===== config.mk =====
export PLATFORM = sky130hd
export DESIGN_NAME = watchdog_kicker
export DESIGN_NICKNAME = d
export VERILOG_FILES = /design/src/rtl/watchdog_kicker.sv
export SDC_FILE = /design/constraint.sdc
export NUM_CORES = 1
export LEC_CHECK = 0
export ABC_AREA = 0
export CORE_UTILIZATION = 45
export DETAILED_ROUTE_END_ITERATION = 8
export SETUP_SLACK_MARGIN = 0.4
export SYNTH_ARGS = -nofsm -noshare
export SYNTH_HDL_FRONTEND = slang
export SYNTH_SLANG_ARGS = --single-unit

===== constraint.sdc =====
create_clock -name clk -period 3.45 [get_ports clk]
set_input_delay 0.5175 -clock clk [delete_from_list [all_inputs] [get_ports clk]]
set_output_delay 0.5175 -clock clk [all_outputs]
set_load 0.01 [all_outputs]

===== src/rtl/watchdog_kicker.sv =====
// Heartbeat source for a system watchdog: periodic kick pulses while all health
// inputs are OK, latched fault after repeated misses, latched shutdown on WDT timeout.
module watchdog_kicker #(
  parameter int CLK_HZ       = 24000000,
  parameter int KICK_MS      = 100,
  parameter int PULSE_CYCLES = 4,
  parameter int FAULT_LIMIT  = 3,
  parameter int N_HEALTH     = 4,
  localparam int KICK_RAW    = (CLK_HZ / 1000) * KICK_MS,
  localparam int KICK_CNT    = (KICK_RAW < 1) ? 1 : KICK_RAW,
  localparam int CNT_W       = (KICK_CNT > 1) ? $clog2(KICK_CNT) : 1,
  localparam int PC_W        = (PULSE_CYCLES > 1) ? $clog2(PULSE_CYCLES) : 1,
  localparam int MISS_W      = $clog2(FAULT_LIMIT + 1)
) (
  input  logic                clk,
  input  logic                rst_n,
  input  logic                enable,
  input  logic [N_HEALTH-1:0] health_ok,
  input  logic                wdt_timeout,
  input  logic                clear,
  output logic                kick,
  output logic                shutdown_req,
  output logic                fault,
  output logic [1:0]          state,
  output logic [MISS_W-1:0]   miss_cnt
);

  typedef enum logic [1:0] {
    S_IDLE     = 2'd0,
    S_RUN      = 2'd1,
    S_FAULT    = 2'd2,
    S_SHUTDOWN = 2'd3
  } state_e;

  localparam logic [CNT_W-1:0]  CNT_MAX   = CNT_W'(KICK_CNT - 1);
  localparam logic [PC_W-1:0]   PC_LOAD   = PC_W'(PULSE_CYCLES - 1);
  localparam logic [MISS_W-1:0] MISS_LIM  = MISS_W'(FAULT_LIMIT);

  state_e              state_q, state_d;
  logic [CNT_W-1:0]    cnt_q, cnt_d, cnt_nxt;
  logic [PC_W-1:0]     pc_q, pc_d;
  logic [MISS_W-1:0]   miss_q, miss_d, miss_inc;
  logic                pend_q, pend_d;
  logic                kick_q, kick_d;
  logic                fault_q, fault_d;
  logic                shut_q, shut_d;
  logic [N_HEALTH-1:0] h_s1_q, h_s2_q;
  logic                wdt_s1_q, wdt_s2_q, wdt_s3_q;
  logic                healthy, to_rise, term;

  always_ff @(posedge clk or negedge rst_n) begin
    if (!rst_n) begin
      h_s1_q   <= '0;
      h_s2_q   <= '0;
      wdt_s1_q <= 1'b0;
      wdt_s2_q <= 1'b0;
      wdt_s3_q <= 1'b0;
    end else begin
      h_s1_q   <= health_ok;
      h_s2_q   <= h_s1_q;
      wdt_s1_q <= wdt_timeout;
      wdt_s2_q <= wdt_s1_q;
      wdt_s3_q <= wdt_s2_q;
    end
  end

  assign healthy  = &h_s2_q;
  assign to_rise  = wdt_s2_q & ~wdt_s3_q;
  assign cnt_nxt  = (cnt_q == CNT_MAX) ? '0 : cnt_q + 1'b1;
  // Terminal event is decided on the edge where the counter reaches KICK_CNT-1;
  // the kick itself is launched one edge later through pend_q.
  assign term     = (cnt_nxt == CNT_MAX);
  assign miss_inc = miss_q + 1'b1;

  always_comb begin
    state_d = state_q;
    cnt_d   = cnt_q;
    pc_d    = pc_q;
    miss_d  = miss_q;
    pend_d  = 1'b0;
    kick_d  = 1'b0;
    fault_d = fault_q;
    shut_d  = shut_q;
    case (state_q)
      S_IDLE: begin
        cnt_d  = '0;
        pc_d   = '0;
        miss_d = '0;
        if (enable) state_d = S_RUN;
      end
      S_RUN: begin
        cnt_d = cnt_nxt;
        if (kick_q && pc_q != '0) begin
          kick_d = 1'b1;
          pc_d   = pc_q - 1'b1;
        end
        if (pend_q) begin
          kick_d = 1'b1;
          pc_d   = PC_LOAD;
        end
        // Shutdown outranks disable, fault and any kick about to start.
        if (to_rise) begin
          state_d = S_SHUTDOWN;
          shut_d  = 1'b1;
          kick_d  = 1'b0;
          cnt_d   = '0;
          pc_d    = '0;
        end else if (!enable) begin
          state_d = S_IDLE;
          kick_d  = 1'b0;
          cnt_d   = '0;
          pc_d    = '0;
          miss_d  = '0;
        end else if (term) begin
          if (healthy) begin
            pend_d = 1'b1;
            miss_d = '0;
          end else begin
            miss_d = miss_inc;
            if (miss_inc == MISS_LIM) begin
              state_d = S_FAULT;
              fault_d = 1'b1;
              kick_d  = 1'b0;
              cnt_d   = '0;
              pc_d    = '0;
            end
          end
        end
      end
      S_FAULT: begin
        cnt_d = '0;
        pc_d  = '0;
        if (to_rise) begin
          state_d = S_SHUTDOWN;
          shut_d  = 1'b1;
        end else if (clear) begin
          state_d = S_IDLE;
          fault_d = 1'b0;
          miss_d  = '0;
        end
      end
      default: begin
        cnt_d = '0;
        pc_d  = '0;
        if (clear && !wdt_s2_q) begin
          state_d = S_IDLE;
          shut_d  = 1'b0;
          fault_d = 1'b0;
          miss_d  = '0;
        end
      end
    endcase
  end

  always_ff @(posedge clk or negedge rst_n) begin
    if (!rst_n) begin
      state_q <= S_IDLE;
      cnt_q   <= '0;
      pc_q    <= '0;
      miss_q  <= '0;
      pend_q  <= 1'b0;
      kick_q  <= 1'b0;
      fault_q <= 1'b0;
      shut_q  <= 1'b0;
    end else begin
      state_q <= state_d;
      cnt_q   <= cnt_d;
      pc_q    <= pc_d;
      miss_q  <= miss_d;
      pend_q  <= pend_d;
      kick_q  <= kick_d;
      fault_q <= fault_d;
      shut_q  <= shut_d;
    end
  end

  assign kick         = kick_q;
  assign shutdown_req = shut_q;
  assign fault        = fault_q;
  assign state        = state_q;
  assign miss_cnt     = miss_q;

endmodule

==> impl_results.md <==
- Switching share of total power: 0.317
- Area growth syn-to-layout: 13.3%
- Sink Count: 43
- Netlist cell types: 47
- Clock latency on the worst-skew pair: 300 ps
- Final period utilization: 0.813
- Leak Pwr: 1.01 nW
- Via density per instance: 5.25
- Worst EP arrival: 3000 ps
- Router iterations before antenna repair: 4
- Num CTS Buffers: 5
- Comb pwr share: 0.242
- Post-route minimum period: 2800 ps
- Post-synth EDFFs: 0
- Met3 wire len: 100 um
- Crit start category: flop
- Compound-gate portion of the synthesized area: 0.0751
- Ratio of cells with drive above 1 in the final layout: 0.111
- Post-synthesis mux area share: 0.0135
- Initial core utilization: 0.478
- Number of global-route vias before repair: 1,555
- Area after DPL: 2520 sq um
- Worst endpoint required time: 3640 ps
- Endpoints failing setup: 0
- Power Dens Cells: 444 nW/um^2
- Power share of the sequential group: 0.478
- Post-CTS setup buffer count: 0
- Longest Clk Path Bufs: 2
- Syn Area/Cell: 9.90 sq um
- Global router's overall resource usage: 0.180
- Most frequent cell after synthesis: dfrtp_1
- Crit end category: flop
- Design area: 2630 sq um
- Dominant cell type by area after synthesis: dfrtp_1
- DP HPWL: 3.02 mm
- CP Cell Sequence: nand4_4, nor4_4, xor2_1, nand4_1, a22oi_2, nand4b_1, a21oi_2, mux2_2
- Largest net degree at the start of global routing: 44
- Largest family of logic cells by synthesized area: simple AND/OR/NAND/NOR gates
- Adder-cell share of the synthesized area: 0.0432
- Fin nets: 268
- Iter 0 DRT Violations: 108
- Min-Delay Path Class: flop to flop
- Max Clk Rate: 357 MHz
- Port-buffer cells: 15
- Top routing layer in use: met4
- Worst-margin pin slew: 939 ps
- Post-synth top cells: dfrtp_1, nor2_1, nand2_1, xnor2_1, inv_1
- Relative slew slack: 0.374
- Die Y: 73.8 um
- Root buffer cell: clkbuf_8
- XOR/XNOR share of the synthesized area: 0.0907
- Met1 wire length: 2.23 mm
- Worst Path Buf+Inv: 0
- Pins Over Slew Limit: 0
- Status: finished, final reports clean
- Synthesized flop and latch total: 43
- RSZ-0062 raised after global routing: false
- Synth Instances: 234
- TritonCTS clock tree: done
- Ys Warns: 0
- Site row count: 25
- Ant. Diodes: 0
- Core area: 4850 sq um
- Synth area leaders: dfrtp_1, nor2_1, xnor2_1
- DRC violations left: 0
- CTS clk-pin slew, worst paths: 90 ps
- DR WL/cell: 13.3 um
- Top cell type's share of synthesized area: 0.464
- Final WL: 4.26 mm
- Max-cap violation count: 0
- CP top delay family: simple AND/OR/NAND/NOR gates
- Synth Net Count: 251
- Peak supply drop: 230 uV
- CP Class: flop to flop
- Grt total ovfl: 0
- Async SR Flop Fraction: 1.00
- Psw: 370 uW
- First-pass GRT wire length: 7.30 mm
- Post-route ant nets: 0
- DIE AREA: 5440 sq um
- Internal: 797 uW
- Initial antenna violation count: 0
- Total power: 1.17 mW
- Top FF cell, synth: dfrtp_1
- Crit-path max FO: 9
- Clock share of power: 0.281
- Met2 Wirelength: 1.87 mm
- Area share of and/or/nand/nor cells after synthesis: 0.286
- H-tree levels: 2
- CP max stage delay: 540 ps
- Setup_tns: 0 ps
- Worst path slowest cell: nor4_4
- Clock Skew: 7.58 ps
- IO Pins: 16
- Gates resized, CTS repair: 0
- Sequential element share of the synthesized area: 0.464
- Final hold viol count: 0
- Vias: 1,676
- Hold buffers post-CTS: 0
- Die X: 73.8 um
- Global placement routability congestion: 0.830
- Synthesized area: 2320 sq um
## worst paths after layout
check | endpoint | startpoint | slack, ps | cells after the start
setup / recovery | state[1] | cnt_q[3] | 650 | 8
hold / removal | h_s2_q[3] | h_s1_q[3] | 350 | 0
setup reg to reg | state[1] | cnt_q[3] | 650 | 8
hold reg to reg | h_s2_q[3] | h_s1_q[3] | 350 | 0
max in group asynchronous | cnt_q[1] | rst_n | 2450 | 1
min in group asynchronous | state[0] | rst_n | 360 | 1
## final cells by class
| type | instances | area [sq um] |
|---|---|---|
| clock inverters | 3 | 25.0 |
| well taps | 67 | 83.8 |
| flip-flops and latches | 43 | 1080 |
| repair buffers | 15 | 145 |
| multi-input cells | 175 | 1180 |
| fillers | 452 | 2220 |
| inverters | 11 | 41.3 |
| clock buffers | 5 | 68.8 |
## through the flow
stage	std cells	utilization	hold slack [ps]	setup WS (ps)
after global placement	311	0.521	333	619
after detailed placement	311	0.521	335	548
final	319	0.542	355	645
after global routing	319	0.542	364	403
after CTS	319	0.540	355	540
after floorplan	234	-	222	788
## cell usage in the layout, fill, tap and decap left out, drive strengths merged, types with 2 or more instances in the layout
cell type      instances
inv                   11
nand2                 18
nor3                   7
nand4b                 2
nor2b                  4
clkdlybuf4s50         14
nor3b                  4
xor2                   9
o21ai                  5
nor2                  37
and4                   3
nand4                  8
a2111oi                2
ha                     8
a21oi                 11
nor4                   5
clkinv                 2
nand3                 12
xnor2                 15
nand3b                 4
mux2i                  2
dfrtp                 43
nand2b                 3
clkbuf                 5
## cell families (layout without fill, tap and decap cells)
logic type / after synthesis / count (layout)
adders and majority gates: 8 / 8
muxes: 3 / 3
AOI/OAI and AO/OA: 27 / 27
xor gates and xnor gates: 24 / 24
buffers and inverters: 16 / 34
and+or+nand+nor: 113 / 113
DFF: 43 / 43
## power by group through the flow
stage / Sequential (mW) / Combinational [mW] / Clock, mW
after floorplan: 0.569 / 0.185 / 0
after global placement: 0.564 / 0.288 / 0
after detailed placement: 0.566 / 0.282 / 0
after CTS: 0.556 / 0.284 / 0.344
after global routing: 0.561 / 0.320 / 0.365
final: 0.557 / 0.282 / 0.327
## flip-flops by register name (all words and copies together) (netlist names)
register      cells
pc_q              2
wdt_s3_q          1
kick              1
fault             1
cnt_q            22
h_s2_q            4
wdt_s2_q          1
shutdown_req      1
miss_cnt          2
state             2
wdt_s1_q          1
pend_q            1
h_s1_q            4
## per-layer routing
layer	GRT usage	vias up
met5	0	-
met3	0.0439	6
li1	-	853
met2	0.271	19
met1	0.256	798
met4	0.0513	0
No activity file was read; power rests on OpenSTA's default activity.
